==> config.mk <==
export PLATFORM = sky130hd
export DESIGN_NAME = down_counter_4_flat
export DESIGN_NICKNAME = d
export VERILOG_FILES = /design/src/rtl/down_counter_4_if.sv /design/src/rtl/down_counter_4.sv /design/src/flat_wrapper.sv
export SDC_FILE = /design/constraint.sdc
export NUM_CORES = 1
export LEC_CHECK = 0
export CORE_AREA = 2 2 39 41
export CTS_CLUSTER_DIAMETER = 100
export DETAILED_ROUTE_END_ITERATION = 10
export DIE_AREA = 0 0 41 43
export GPL_TIMING_DRIVEN = 0
export PLACE_DENSITY = 0.57
export SYNTH_ARGS = -nofsm -noshare
export SYNTH_HDL_FRONTEND = slang
export SYNTH_SLANG_ARGS = --single-unit
==> constraint.sdc <==
create_clock -name clk -period 1.84 [get_ports clk]
set_input_delay 0.552 -clock clk [delete_from_list [all_inputs] [get_ports clk]]
set_output_delay 0.552 -clock clk [all_outputs]
set_load 0.02 [all_outputs]
==> src/rtl/down_counter_4_if.sv <==
// Control/status bundle for down_counter_4: the master drives the count
// controls, the slave returns the count and status flags.
interface down_counter_4_if #(
  parameter int unsigned WIDTH = 4
);
  logic             en;
  logic             load;
  logic [WIDTH-1:0] d;
  logic             periodic;
  logic [WIDTH-1:0] q;
  logic             bo;
  logic             done;
  logic             running;

  modport master (
    output en, load, d, periodic,
    input  q, bo, done, running
  );

  modport slave (
    input  en, load, d, periodic,
    output q, bo, done, running
  );
endinterface

==> src/rtl/down_counter_4.sv <==
// Loadable down counter built from JK toggle stages with a borrow AND-chain,
// supporting one-shot and auto-reload (periodic) modes.
module down_counter_4 #(
  parameter int unsigned WIDTH = 4
) (
  input  logic          clk,
  input  logic          rst,
  down_counter_4_if.slave bus
);

  logic [WIDTH-1:0] q_r;
  logic             running_r;
  logic             done_r;

  logic [WIDTH-1:0] j_c;
  logic [WIDTH-1:0] k_c;
  logic [WIDTH-1:0] low_zero;
  logic             q_zero;
  logic             armed;
  logic             terminal;
  logic             count_step;
  logic             toggle0;
  logic             d_nonzero;

  assign q_zero     = (q_r == '0);
  assign armed      = bus.en & running_r;
  assign terminal   = armed & q_zero;
  assign count_step = ~q_zero;
  assign toggle0    = armed & count_step;
  assign d_nonzero  = (bus.d != '0);

  // low_zero[i] is set when bits 0..i-1 are all zero (borrow ripples into bit i)
  always_comb begin
    logic acc;
    acc = 1'b1;
    for (int i = 0; i < WIDTH; i++) begin
      low_zero[i] = acc;
      acc         = acc & ~q_r[i];
    end
  end

  // JK stage inputs: load and periodic reload use J/K as set/clear, otherwise J = K = toggle
  always_comb begin
    j_c = '0;
    k_c = '0;
    if (bus.load) begin
      j_c = bus.d;
      k_c = ~bus.d;
    end else if (terminal) begin
      if (bus.periodic) begin
        j_c = bus.d;
        k_c = ~bus.d;
      end
    end else begin
      for (int i = 0; i < WIDTH; i++) begin
        j_c[i] = toggle0 & low_zero[i];
        k_c[i] = toggle0 & low_zero[i];
      end
    end
  end

  // JK characteristic equation per bit
  always_ff @(posedge clk or posedge rst) begin
    if (rst) begin
      q_r <= '0;
    end else begin
      q_r <= (j_c & ~q_r) | (~k_c & q_r);
    end
  end

  // Armed flag and expiry pulse
  always_ff @(posedge clk or posedge rst) begin
    if (rst) begin
      running_r <= 1'b0;
      done_r    <= 1'b0;
    end else if (bus.load) begin
      running_r <= d_nonzero;
      done_r    <= 1'b0;
    end else if (terminal) begin
      running_r <= bus.periodic & d_nonzero;
      done_r    <= 1'b1;
    end else begin
      done_r    <= 1'b0;
    end
  end

  assign bus.q       = q_r;
  assign bus.running = running_r;
  assign bus.done    = done_r;
  assign bus.bo      = q_zero & bus.en & running_r;

endmodule
==> src/flat_wrapper.sv <==
// flat-port wrapper written by rule: the top's interface ports become plain ports
module down_counter_4_flat 
#(
  parameter int unsigned WIDTH = 4
)
  (clk, rst, bus_en, bus_load, bus_d, bus_periodic, bus_q, bus_bo, bus_done, bus_running);
  down_counter_4_if #(.WIDTH(WIDTH)) bus_i ();
  input  logic clk;
  input  logic rst;
  input wire logic [$bits(bus_i.en)-1:0] bus_en;
  input wire logic [$bits(bus_i.load)-1:0] bus_load;
  input wire logic [$bits(bus_i.d)-1:0] bus_d;
  input wire logic [$bits(bus_i.periodic)-1:0] bus_periodic;
  output wire logic [$bits(bus_i.q)-1:0] bus_q;
  output wire logic [$bits(bus_i.bo)-1:0] bus_bo;
  output wire logic [$bits(bus_i.done)-1:0] bus_done;
  output wire logic [$bits(bus_i.running)-1:0] bus_running;
  assign bus_i.en = bus_en;
  assign bus_i.load = bus_load;
  assign bus_i.d = bus_d;
  assign bus_i.periodic = bus_periodic;
  assign bus_q = bus_i.q;
  assign bus_bo = bus_i.bo;
  assign bus_done = bus_i.done;
  assign bus_running = bus_i.running;
  down_counter_4 #(.WIDTH(WIDTH)) u_core (.clk(clk), .rst(rst), .bus(bus_i));
endmodule
==> After elaboration in Yosys (flattened, before gate mapping) <==
Cells that the tools add are included.
{ "classes": {"n_addsub": 0, "mul": 0, "n_div": 0, "magnitude_cmp": 0, "n_eq_ne": 0, "n_shift": 0, "muxes": 10, "bitwise_logic": 21, "reduce_logical": 3} }
{ "op_table": {"columns": ["cell", "count"], "rows": [
  ["$mux 4", 6],
  ["$not 4->4", 3],
  ["$and 1x1->1", 11],
  ["$and 4x4->4", 2],
  ["$logic_not 4->1", 1],
  ["$mux 1", 4],
  ["$not 1->1", 4],
  ["$or 4x4->4", 1],
  ["$reduce_bool 4->1", 1],
  ["$reduce_bool 2->1", 1]
]} }
{ "word_totals": {"reg_bits": 6, "latch_bits": 0, "mem_bits_rw": 0, "rom_bits": 0, "in_bits": 9, "out_inout_bits": 7, "word_cells": 37, "n_memories": 0} }

==> Depth between registers and ports, before layout <==
{ "logic_depth": {"depth_word": 9, "ltp_mapped": 4} }

==> Worst setup path before layout <==
Ideal clock, no wire load.
{ "synth_timing": {"kind": "reg-to-output", "start": "register u_core.q_r[1], in the netlist u_core.bus.q[1]", "end": "output bus_bo", "t_arrival_ns": 1.275, "slack_ns": 0.013, "stages_incl_launch_ff": 3, "n_path_buf": 0, "path_cell_list": "dfrtp_1 > nand4bb_2 > nor3_1"} }
{ "synth_via": {"elab_chain_len": 3} }
{ "synth_lines": {"columns": ["element", "line_no", "source"], "rows": [
  ["start, declared", "down_counter_4.sv:11", "logic [WIDTH-1:0] q_r;"],
  ["start signal, assigned", "down_counter_4.sv:67", "q_r <= (j_c & ~q_r) | (~k_c & q_r);"],
  ["$logic_not 4->1", "down_counter_4.sv:25", "assign q_zero = (q_r == '0);"],
  ["$and 1x1->1 (2 in a row)", "down_counter_4.sv:90", "assign bus.bo = q_zero & bus.en & running_r;"],
  ["end, declared", "flat_wrapper.sv:15", "output wire logic [$bits(bus_i.bo)-1:0] bus_bo;"]
]} }
No other way between the ends.

==> Worst setup path in the final report <==
Same ends and word-level chain as after synthesis.

==> impl_metrics.toml <==
[logic_synthesis]
synth_cells = 37
synthArstFlopShare = 1.00
synth_commonest_cells = "6 x dfrtp_1, 6 x inv_1, 3 x a21oi_1"
netlist_area_sq_um = 370
syn_avg_cell_area_sq_um = 10.0
synth.top_cells.by_area = "dfrtp_1 41%, inv_1 6.1%, nand4bb_2 4.4%"
synth_flop_cell = "dfrtp_1"
synth_top_area_cell = "dfrtp_1"
synthDistinctLibCells = 22
synth_seq_cells = 6
yosysTopAreaCellShare = 0.405
synth_edf_count = 0
ys_seq_area_frac = 0.405
synth_nets = 46
yosys_warnings = 0

[sta]
finalSetupViolations = 0
tightest_slew_ns = 0.435
finalCriticalPeriod_ns = 1.79
relSlewSlack = 0.710
finalHoldViolations = 0
setup_ws_ns = 0.0542
clock_skew_ns = 0.00113
worst_hold_slack_ns = 0.526
fmax_mhz = 560
fin_crit_sh = 0.971
fin_setup_tns_ns = 0
slew_viol_final = 0

[placement]
gp_congestion = 0.733
place_ws_ns = -0.844
io_buffer_count = 14
hpwl_um = 681

[setup_path]
crit_chain = "nand4bb_4 > nor3_4 > buf_6"
cp.arrival_ns = 1.23
cp_slowest_stage_delay_ns = 0.43
crit_type = "flip-flop to primary output"
worst_ep_required_time_ns = 1.29
cp-start-kind = "flip-flop"
crit_fanout = 6
setup.worst_path.end_class = "primary output"
cp_slowest_cell = "dfrtp_2"

[power]
p_leak_nw = 0.259
p_total_mw = 0.415
ir_drop_v = 0.000281
power_density_mw_per_mm2 = 701

[floorplanning]
start_util = 0.268
num_io_pins = 16
coreArea_sq_mm = 0.00138
die_w_um = 41
die-area_sq_mm = 0.00176
num_rows = 14
fp.dieH_um = 43

[clock_tree]
cts_tree = "done"
cts-root-buf = "clkbuf_4"
ctsHtreeMaxLevel = 1
cts-buffers-inserted = 3
cts_max_path_buffers = 2
insertion_delay_ns = 0.24
cts.reportedPaths.clkPinSlew_ns = 0.04
clock-sinks = 6

[status]
status = "complete, no violations"

[drt]
dr.pass1.iters = 4
routed_via_density = 5.08
drt_iter0_drc = 7
drt-total-wl_um = 984
drc = 0
num_vias = 366
antenna_left = 0
wl_per_cell_um = 13.7

[finish]
drive_above_1_share = 0.268
nets = 67
antenna-diode-count = 0
areaGrowthSynthToFinish_pct = 59.8

[run]
cap_violations = 0

[global_routing]
overflow = 0
grt_max_degree = 10
antenna_found_initial = 0
grt_pass1_wl_um = 1590
grt_use_total = 0.141
grt_pass1_vias = 362

[hold_path]
min_path_type = "primary input to async pin"
[sequential cells by signal (all words and copies together) (netlist names)]
signal and count:
u_core.bus.running 1, u_core.bus.done 1, u_core.bus.q 4
[report_power, final]
part	internal, mW	total (mW)	switching (mW)
clock network	0.0736	0.119	0.0457
logic	0.0690	0.126	0.0567
registers	0.146	0.170	0.0240
[cells by family (layout without fill, tap and decap cells)]
logic type | count (synthesis) | count (layout) | synth area share
AOI/OAI and AO/OA | 12 | 12 | 0.247
and+or+nand+nor | 11 | 11 | 0.236
buffers and inverters | 7 | 26 | 0.0709
DFF | 6 | 6 | 0.405
muxes | 1 | 1 | 0.0405
[final cells by class]
class	count	area [sq um]
plain buffers	1	3.75
flip-flops and latches	6	151
fillers	152	792
well taps	16	20.0
clock buffers	3	22.5
repair buffers	16	155
multi-input cells	24	216
inverters	6	22.5
[what timing repair did]
item                       CTS  global route
gates resized for setup     15             4
pin swaps                    2             2
hold buffers                 0             0
setup endpoints to repair    5             2
setup buffers                1             1
[critical path: cells and delay by family, from the launching register on]
family | cells | cell delay, ns
flops | 1 | 0.43
buf+inv | 1 | 0.14
simple gates | 2 | 0.41
[final timing paths]
kind                                  from         endpoint  slack (ns)  cells after the start
max                        u_core.bus.q[1]           bus_bo        0.05                      3
min                                    rst  u_core.bus.q[3]        0.53                      2
max reg2reg                u_core.bus.q[3]  u_core.bus.q[0]        0.59                      3
min reg2reg                u_core.bus.q[3]  u_core.bus.done        0.64                      1
max in group asynchronous              rst  u_core.bus.q[1]        1.10                      2
min in group clk           u_core.bus.q[3]  u_core.bus.done        0.64                      1
[routing by layer]
metal | vias up | part of all wire | GRT usage
li1 | 177 | - | -
met1 | 172 | 0.41 | 0.158
met2 | 15 | 0.49 | 0.203
met3 | 2 | 0.078 | 0.0419
met4 | 0 | 0.021 | 0.120
met5 | - | 0 | 0
[cells in the final DEF (no fill, tap or decap), types with 2 or more instances in the layout]
cell             count
inv_1                6
buf_4                2
clkbuf_4             3
o22ai_1              2
dfrtp_1              5
nor4_1               2
a21oi_1              3
clkdlybuf4s50_1      7
nor2b_1              2
dlygate4sd2_1        4
[stage by stage]
| step | utilization | instances | cell area, sq um |
|---|---|---|---|
| after floorplan | - | 37 | 370 |
| after global placement | 0.383 | 67 | 531 |
| after detailed placement | 0.383 | 67 | 531 |
| after CTS | 0.412 | 71 | 571 |
| after global routing | 0.428 | 72 | 592 |
| final | 0.428 | 72 | 592 |
Note: power is estimated with default switching activity, not from simulation.
